[config.mk]
export PLATFORM = sky130hd
export DESIGN_NAME = writeback_stage
export DESIGN_NICKNAME = d
export VERILOG_FILES = /design/src/rtl/writeback_stage.sv
export SDC_FILE = /design/constraint.sdc
export NUM_CORES = 1
export LEC_CHECK = 0
export ABC_AREA = 1
export CORE_ASPECT_RATIO = 1.5
export CORE_MARGIN = 2
export CORE_UTILIZATION = 50
export DETAILED_ROUTE_END_ITERATION = 10
export PLACE_DENSITY = 0.84
export SLEW_MARGIN = 0
export SYNTH_ARGS = -nofsm -noshare
export SYNTH_HDL_FRONTEND = slang
export SYNTH_SLANG_ARGS = --single-unit
export TNS_END_PERCENT = 10
[constraint.sdc]
create_clock -name clock -period 2.57 [get_ports clock]
set_clock_uncertainty 0.15 [all_clocks]
set_input_delay 0.514 -clock clock [delete_from_list [all_inputs] [get_ports clock]]
set_output_delay 0.514 -clock clock [all_outputs]
set_load 0.005 [all_outputs]
[src/rtl/writeback_stage.sv]
// Writeback stage: MW pipeline latch, destination/data selection and retirement counter.
// Each latched instruction issues its register-file write only in its first cycle in the stage.
module writeback_stage (
  input  logic        clock,
  input  logic        reset,
  input  logic        enable,
  input  logic        flush,
  input  logic [31:0] mw_insn,
  input  logic [31:0] mw_o,
  input  logic [31:0] mw_d,
  input  logic [31:0] mw_pc,
  input  logic        mw_exc,
  input  logic [31:0] mw_exc_code,
  output logic        ctrl_writeEnable,
  output logic [4:0]  ctrl_writeReg,
  output logic [31:0] data_writeReg,
  output logic        wb_valid,
  output logic [31:0] wb_insn,
  output logic [31:0] retired_count
);

  localparam logic [4:0] OP_RTYPE = 5'b00000;
  localparam logic [4:0] OP_JAL   = 5'b00011;
  localparam logic [4:0] OP_ADDI  = 5'b00101;
  localparam logic [4:0] OP_LW    = 5'b01000;
  localparam logic [4:0] OP_SETX  = 5'b10101;

  localparam logic [4:0] REG_RSTATUS = 5'd30;
  localparam logic [4:0] REG_LINK    = 5'd31;

  typedef struct packed {
    logic [31:0] insn;
    logic [31:0] o;
    logic [31:0] d;
    logic [31:0] pc;
    logic        exc;
    logic [31:0] exc_code;
    logic        valid;
    logic        written;
  } mw_latch_t;

  mw_latch_t   mw_q;
  logic [31:0] retired_q;

  logic [4:0]  opcode;
  logic [4:0]  rd;
  logic [26:0] target;
  logic        write_class;
  logic [4:0]  sel_reg;
  logic [31:0] sel_data;
  logic        first_cycle;

  assign first_cycle = mw_q.valid && !mw_q.written;

  // Flush clears the whole latch so a bubble presents all-zero outputs, same as reset.
  // NOTE: sequential state uses non-blocking assignments so every flop samples pre-edge values.
  always_ff @(posedge clock) begin
    if (reset) begin
      mw_q <= '0;
    end else if (flush) begin
      mw_q <= '0;
    end else if (enable) begin
      mw_q.insn     <= mw_insn;
      mw_q.o        <= mw_o;
      mw_q.d        <= mw_d;
      mw_q.pc       <= mw_pc;
      mw_q.exc      <= mw_exc;
      mw_q.exc_code <= mw_exc_code;
      mw_q.valid    <= 1'b1;
      mw_q.written  <= 1'b0;
    end else if (mw_q.valid) begin
      mw_q.written  <= 1'b1;
    end
  end

  // Retirement is judged on the latch contents before the edge, whatever the edge loads.
  always_ff @(posedge clock) begin
    if (reset) begin
      retired_q <= '0;
    end else if (first_cycle) begin
      retired_q <= retired_q + 32'd1;
    end
  end

  assign opcode = mw_q.insn[31:27];
  assign rd     = mw_q.insn[26:22];
  assign target = mw_q.insn[26:0];

  // NOTE: every output of this block gets a default first, so no path can infer a latch.
  always_comb begin
    write_class = 1'b0;
    sel_reg     = '0;
    sel_data    = '0;
    if (mw_q.exc) begin
      write_class = 1'b1;
      sel_reg     = REG_RSTATUS;
      sel_data    = mw_q.exc_code;
    end else begin
      unique case (opcode)
        OP_SETX: begin
          write_class = 1'b1;
          sel_reg     = REG_RSTATUS;
          sel_data    = {5'b0, target};
        end
        OP_JAL: begin
          write_class = 1'b1;
          sel_reg     = REG_LINK;
          sel_data    = mw_q.pc;
        end
        OP_LW: begin
          write_class = 1'b1;
          sel_reg     = rd;
          sel_data    = mw_q.d;
        end
        OP_RTYPE, OP_ADDI: begin
          write_class = 1'b1;
          sel_reg     = rd;
          sel_data    = mw_q.o;
        end
        default: begin
          write_class = 1'b0;
        end
      endcase
    end
  end

  assign ctrl_writeEnable = first_cycle && write_class && (sel_reg != 5'd0);
  assign ctrl_writeReg    = sel_reg;
  assign data_writeReg    = sel_data;
  assign wb_valid         = mw_q.valid;
  assign wb_insn          = mw_q.insn;
  assign retired_count    = retired_q;

endmodule

* Word-level counts from Yosys, hierarchy flattened
Cells that the tools add are included.
Word-level totals: bits in read-only memories 0, RAM bits 0, bits of input ports 165, memories kept 0, latch bits 0, word-level logic and storage cells 31, bits in registers 195
Cells by class: eq/ne operators 4, reduce and logical (&&, ||, !) cells 11, $lt $le $gt $ge 0, shifts and indexed selects 0, muxes and demuxes 6, multiply operators 0, divide/modulo/power cells 0, bitwise gates (word level) 0, add/subtract/negate cells 1
Operators with widths (number):
- one-hot mux 32 bit (4 select lines) | 1
- adder 32 x 1 -> 32 bit, second input constant | 1
- 2-to-1 mux 32 bit | 1
- one-hot mux 5 bit (3 select lines) | 1
- OR reduction 3 bit | 2
- == test 5 x 2 -> 1 bit, second input constant | 1
- == test 5 x 3 -> 1 bit, second input constant | 1
- == test 5 x 4 -> 1 bit, second input constant | 1
- == test 5 bit, second input constant | 1
- zero test 5 bit | 1
- 2-to-1 mux 5 bit | 1
- nonzero test 5 bit | 1
- OR reduction 5 bit | 1
- OR reduction 2 bit | 2
- logical AND 1 bit | 3
- 2-to-1 mux 1 bit | 2
- zero test 1 bit | 1

* Logic depth before layout (Yosys ltp)
depth after elaboration 6, mapped depth 11

* Worst setup path after synthesis
No wires, ideal clock.
path type reg-to-output, from reg mw_q (netlist bit wb_insn[31]), to out data_writeReg[13], data required time 1906 ps, buffers on the path 2, setup slack 645 ps, stages on the path, launching flop included 8, arrival time 1261 ps, cell sequence dfxtp_1 -> inv_1 -> nand3_1 -> buf_2 -> clkbuf_1 -> o22ai_1 -> o21ai_0 -> nand2_1
On the way: word-level cells in the longest chain between the ends 4, elaborated cells on any way between the ends 8, those cells by class eq/ne (4); mux (2); reduce/logical (2)
Ends and longest elaborated chain:
- from (decl) | RTL line 42 | mw_latch_t mw_q;
- == test 5 x 3 -> 1 bit / zero test 5 bit (equally long branches) | RTL line 99 | unique case (opcode)
- OR reduction 2 bit
- one-hot mux 32 bit (4 select lines) * | RTL line 99
- 2-to-1 mux 32 bit * | RTL line 94 | if (mw_q.exc) begin
- to (decl) | RTL line 16 | output logic [31:0] data_writeReg,
Mark *: on every way between the ends. The rest lies on a longest branch, timed or not.

* Worst setup path after layout
from reg mw_q (netlist bit wb_insn[30]), to out data_writeReg[20]
The elaborated chain is that of the path after synthesis.

==> flow_metrics.env <==
export IMPL_synthToLayoutAreaGrowth_pct=45.57
export IMPL_rsz0062_at_grt="true"
export IMPL_synthArstFlopShare_pct=0
export IMPL_combPwrFrac_pct=14.7
export IMPL_clock_sinks=195
export IMPL_ant_nets=0
export IMPL_fin_ws_ns=-0.1378
export IMPL_placementRows=60
export IMPL_synth_top_area_share_pct=43.35
export IMPL_clock_path_buffers=2
export IMPL_cp_end_kind="output pin"
export IMPL_ys_warn_count=0
export IMPL_setup_viol=23
export IMPL_path_class="reg2out"
export IMPL_hold_depth=2
export IMPL_clkLatencyLatePin_ns=0.44
export IMPL_cp_start_kind="register"
export IMPL_grtUsageMet3_pct=6.335
export IMPL_synthFlopType="dfxtp_1"
export IMPL_seq_area_frac_synth_pct=43.35
export IMPL_finalHoldViolCount=0
export IMPL_drive_gt1_share_pct=16.53
export IMPL_tightest_slew_ns=0.6975
export IMPL_maxSlewViolCount=0
export IMPL_syn_avg_cell_area_um2=7.074
export IMPL_netlist_area_mm2=0.009005
export IMPL_cts_tree="done"
export IMPL_relSlewSlack_pct=53.50
export IMPL_synthTopCellsByArea="dfxtp_1, nand2_1, a211oi_1"
export IMPL_dp_hpwl_um=21930
export IMPL_violations="negative setup slack"
export IMPL_post_route_drc_count=0
export IMPL_clk_pin_slew_ns=0.07
export IMPL_max_vdd_ir_drop_mv=0.5405
export IMPL_die_x_um=113.6
export IMPL_nFillCells=1299
export IMPL_worst_hold_slack_ns=0.3141
export IMPL_wl_per_cell_um=18.78
export IMPL_core_area_mm2=0.01779
export IMPL_synth_edf_count=0
export IMPL_min_path_type="reg2reg"
export IMPL_totalWireLength_um=32660
export IMPL_drt_iter0_markers=1027
export IMPL_antenna_found_initial=4
export IMPL_clkPwrFrac_pct=38.9
export IMPL_die_area_mm2=0.01912
export IMPL_final_min_clock_period_ns=2.708
export IMPL_fin_crit_sh_pct=105.4
export IMPL_dp_slack_ns=-0.09493
export IMPL_fin_nets=1672
export IMPL_synth_top_cell_by_area="dfxtp_1"
export IMPL_met2_usage_pct=50.51
export IMPL_viasPerCell=5.597
export IMPL_multi_input_area_mm2=0.004601
export IMPL_max_freq_mhz=369.3
export IMPL_dieHeight_um=168.4
export IMPL_fin_setup_tns_ns=-1.151
export IMPL_overflow=0
export IMPL_gp_congestion=0.9841
export IMPL_switchingPower_w=0.001824
export IMPL_p_seq_share_pct=46.4
export IMPL_cp_required_ns=1.91
export IMPL_seq_area_mm2=0.003921
export IMPL_grt_pass1_wl_um=46110
export IMPL_power_density_mw_per_mm2=521.4
export IMPL_p_sw_share_pct=26.68
export IMPL_start_util_pct=50.61
export IMPL_synth_seq_cells=195
export IMPL_worstRegToRegCells=12
export IMPL_maxCapViolCount=0
export IMPL_busiest_layer="met2"
export IMPL_numCtsBuffers=17
export IMPL_grtUsageTotal_pct=30.74
export IMPL_path_max_fanout=6
export IMPL_met1_usage_pct=36.29
export IMPL_io_pins=268
export IMPL_ctsHtreeMaxLevel=4
export IMPL_root_buffer="clkbuf_16"
export IMPL_grt_start_max_net_pins=70
export IMPL_io_buffers=267
export IMPL_yosysUniqueCellTypes=36
export IMPL_outcome="complete, but fails checks"
export IMPL_p_int_w=0.005011
export IMPL_syn_num_nets=1439
export IMPL_vias=9733
export IMPL_dr_pass1_iters=6
export IMPL_syn_inst=1273
export IMPL_arrival_ns=2.04
export IMPL_grt_pass1_vias=9097
export IMPL_p_leak_nw=4.967
## critical path, cell delays in order, from the launching register on
cell,delay (ns)
dfxtp_4,0.39
nor2_4,0.18
nand3_2,0.12
buf_6,0.15
buf_6,0.13
clkbuf_16,0.16
o22ai_1,0.11
o21ai_0,0.13
nand2_1,0.12
clkbuf_2,0.12
## final cells by class
type                    instances  share of cell area [%]
multi-input cells             829                   35.10
flip-flops and latches        195                   29.91
repair buffers                322                   24.21
inverters                     141                   4.190
clock buffers                  18                   3.350
well taps                     217                   2.071
clock inverters                13                   1.088
diodes                          4                 0.07636
## layout by cell type, fill, tap and decap left out, types with 4 or more instances in the layout
cell type and count:
nand2_1 313, clkdlybuf4s50_1 228, dfxtp_1 189, nor2_1 145
inv_1 129, a211oi_1 94, a21oi_1 88, buf_4 28
o22ai_2 21, clkbuf_16 19, o21ai_1 18, o21ai_2 17
buf_2 17, clkbuf_2 16, o21ai_0 14, nor3_1 14
buf_12 14, nor2_4 12, nand3_1 12, o22ai_4 11
buf_6 11, nand2_2 10, nor2_2 8, a211oi_2 8
inv_2 7, nand3_2 6, inv_6 6, nand3_4 5
a22oi_2 5, nand3b_1 5, diode_2 4, o22ai_1 4
dfxtp_4 4
## flip-flops by register name (all words and copies together), names as in the netlist
register       flops
wb_valid           1
mw_q             130
retired_count     32
wb_insn           32
## repair_timing
item	CTS	global route
gates resized for setup	159	159
setup endpoints to repair	38	38
buffers inserted	9	2
pin swaps	13	39
hold buffers	0	0
cloned	1	2
## cell usage after synthesis (all sizes together), types with 2 or more instances
library cell	count
nor3	17
nand2	326
dfxtp	195
clkbuf	44
nand4	3
o22ai	36
a21oi	89
o21ai	49
buf	64
nand3	23
nor2	165
xor2	2
inv	141
nand3b	5
a211oi	102
a22oi	5
## per-stage QoR
step | area [um2] | power (W) | instances | util, %
2_1_floorplan | 9005 | 0.003608 | 1273 | -
3_3_place_gp | 11880 | 0.004105 | 1694 | 66.75
4_1_cts | 12710 | 0.006750 | 1735 | 71.46
5_1_grt | 13110 | 0.007031 | 1739 | 73.68
3_5_place_dp | 11880 | 0.004119 | 1694 | 66.75
6_report | 13110 | 0.006835 | 1739 | 73.68
## cells by family after synthesis
| group | after synthesis | share of synthesized area [%] |
|---|---|---|
| adder cells (fa/ha/maj) | 1 | 0.1389 |
| AO/OA/AOI/OAI | 285 | 19.51 |
| flip-flops | 195 | 43.35 |
| XOR/XNOR | 2 | 0.1946 |
| buffers and inverters | 249 | 12.17 |
| AND/OR/NAND/NOR | 541 | 24.64 |
## power by group through the flow
stage | clock network (W) | registers (W) | logic [W]
after floorplan | 0 | 0.00322 | 0.000387
after global placement | 0 | 0.00323 | 0.000875
after detailed placement | 0 | 0.00323 | 0.000885
after CTS | 0.00268 | 0.00317 | 0.000908
after global routing | 0.00279 | 0.00318 | 0.00107
final | 0.00266 | 0.00317 | 0.00100
## final timing paths
kind | start | end | slack [ns]
worst max register to register | wb_valid$_SDFFE_PP0P_ | retired_count[14]$_SDFFE_PP0P_ | 0.57
worst min-delay path | mw_q[8]$_SDFFE_PP0P_ | mw_q[8]$_SDFFE_PP0P_ | 0.31
worst min register to register | mw_q[8]$_SDFFE_PP0P_ | mw_q[8]$_SDFFE_PP0P_ | 0.31
worst max-delay path | wb_insn[30]$_SDFFE_PP0P_ | data_writeReg[20] | -0.14
## per-layer routing
| metal | vias up | wire, um |
|---|---|---|
| met5 | - | 0 |
| met3 | 133 | 2196 |
| met4 | 0 | 2191 |
| li1 | 4577 | - |
| met2 | 541 | 16130 |
| met1 | 4482 | 12150 |
Note: power is estimated with default switching activity, not from simulation.
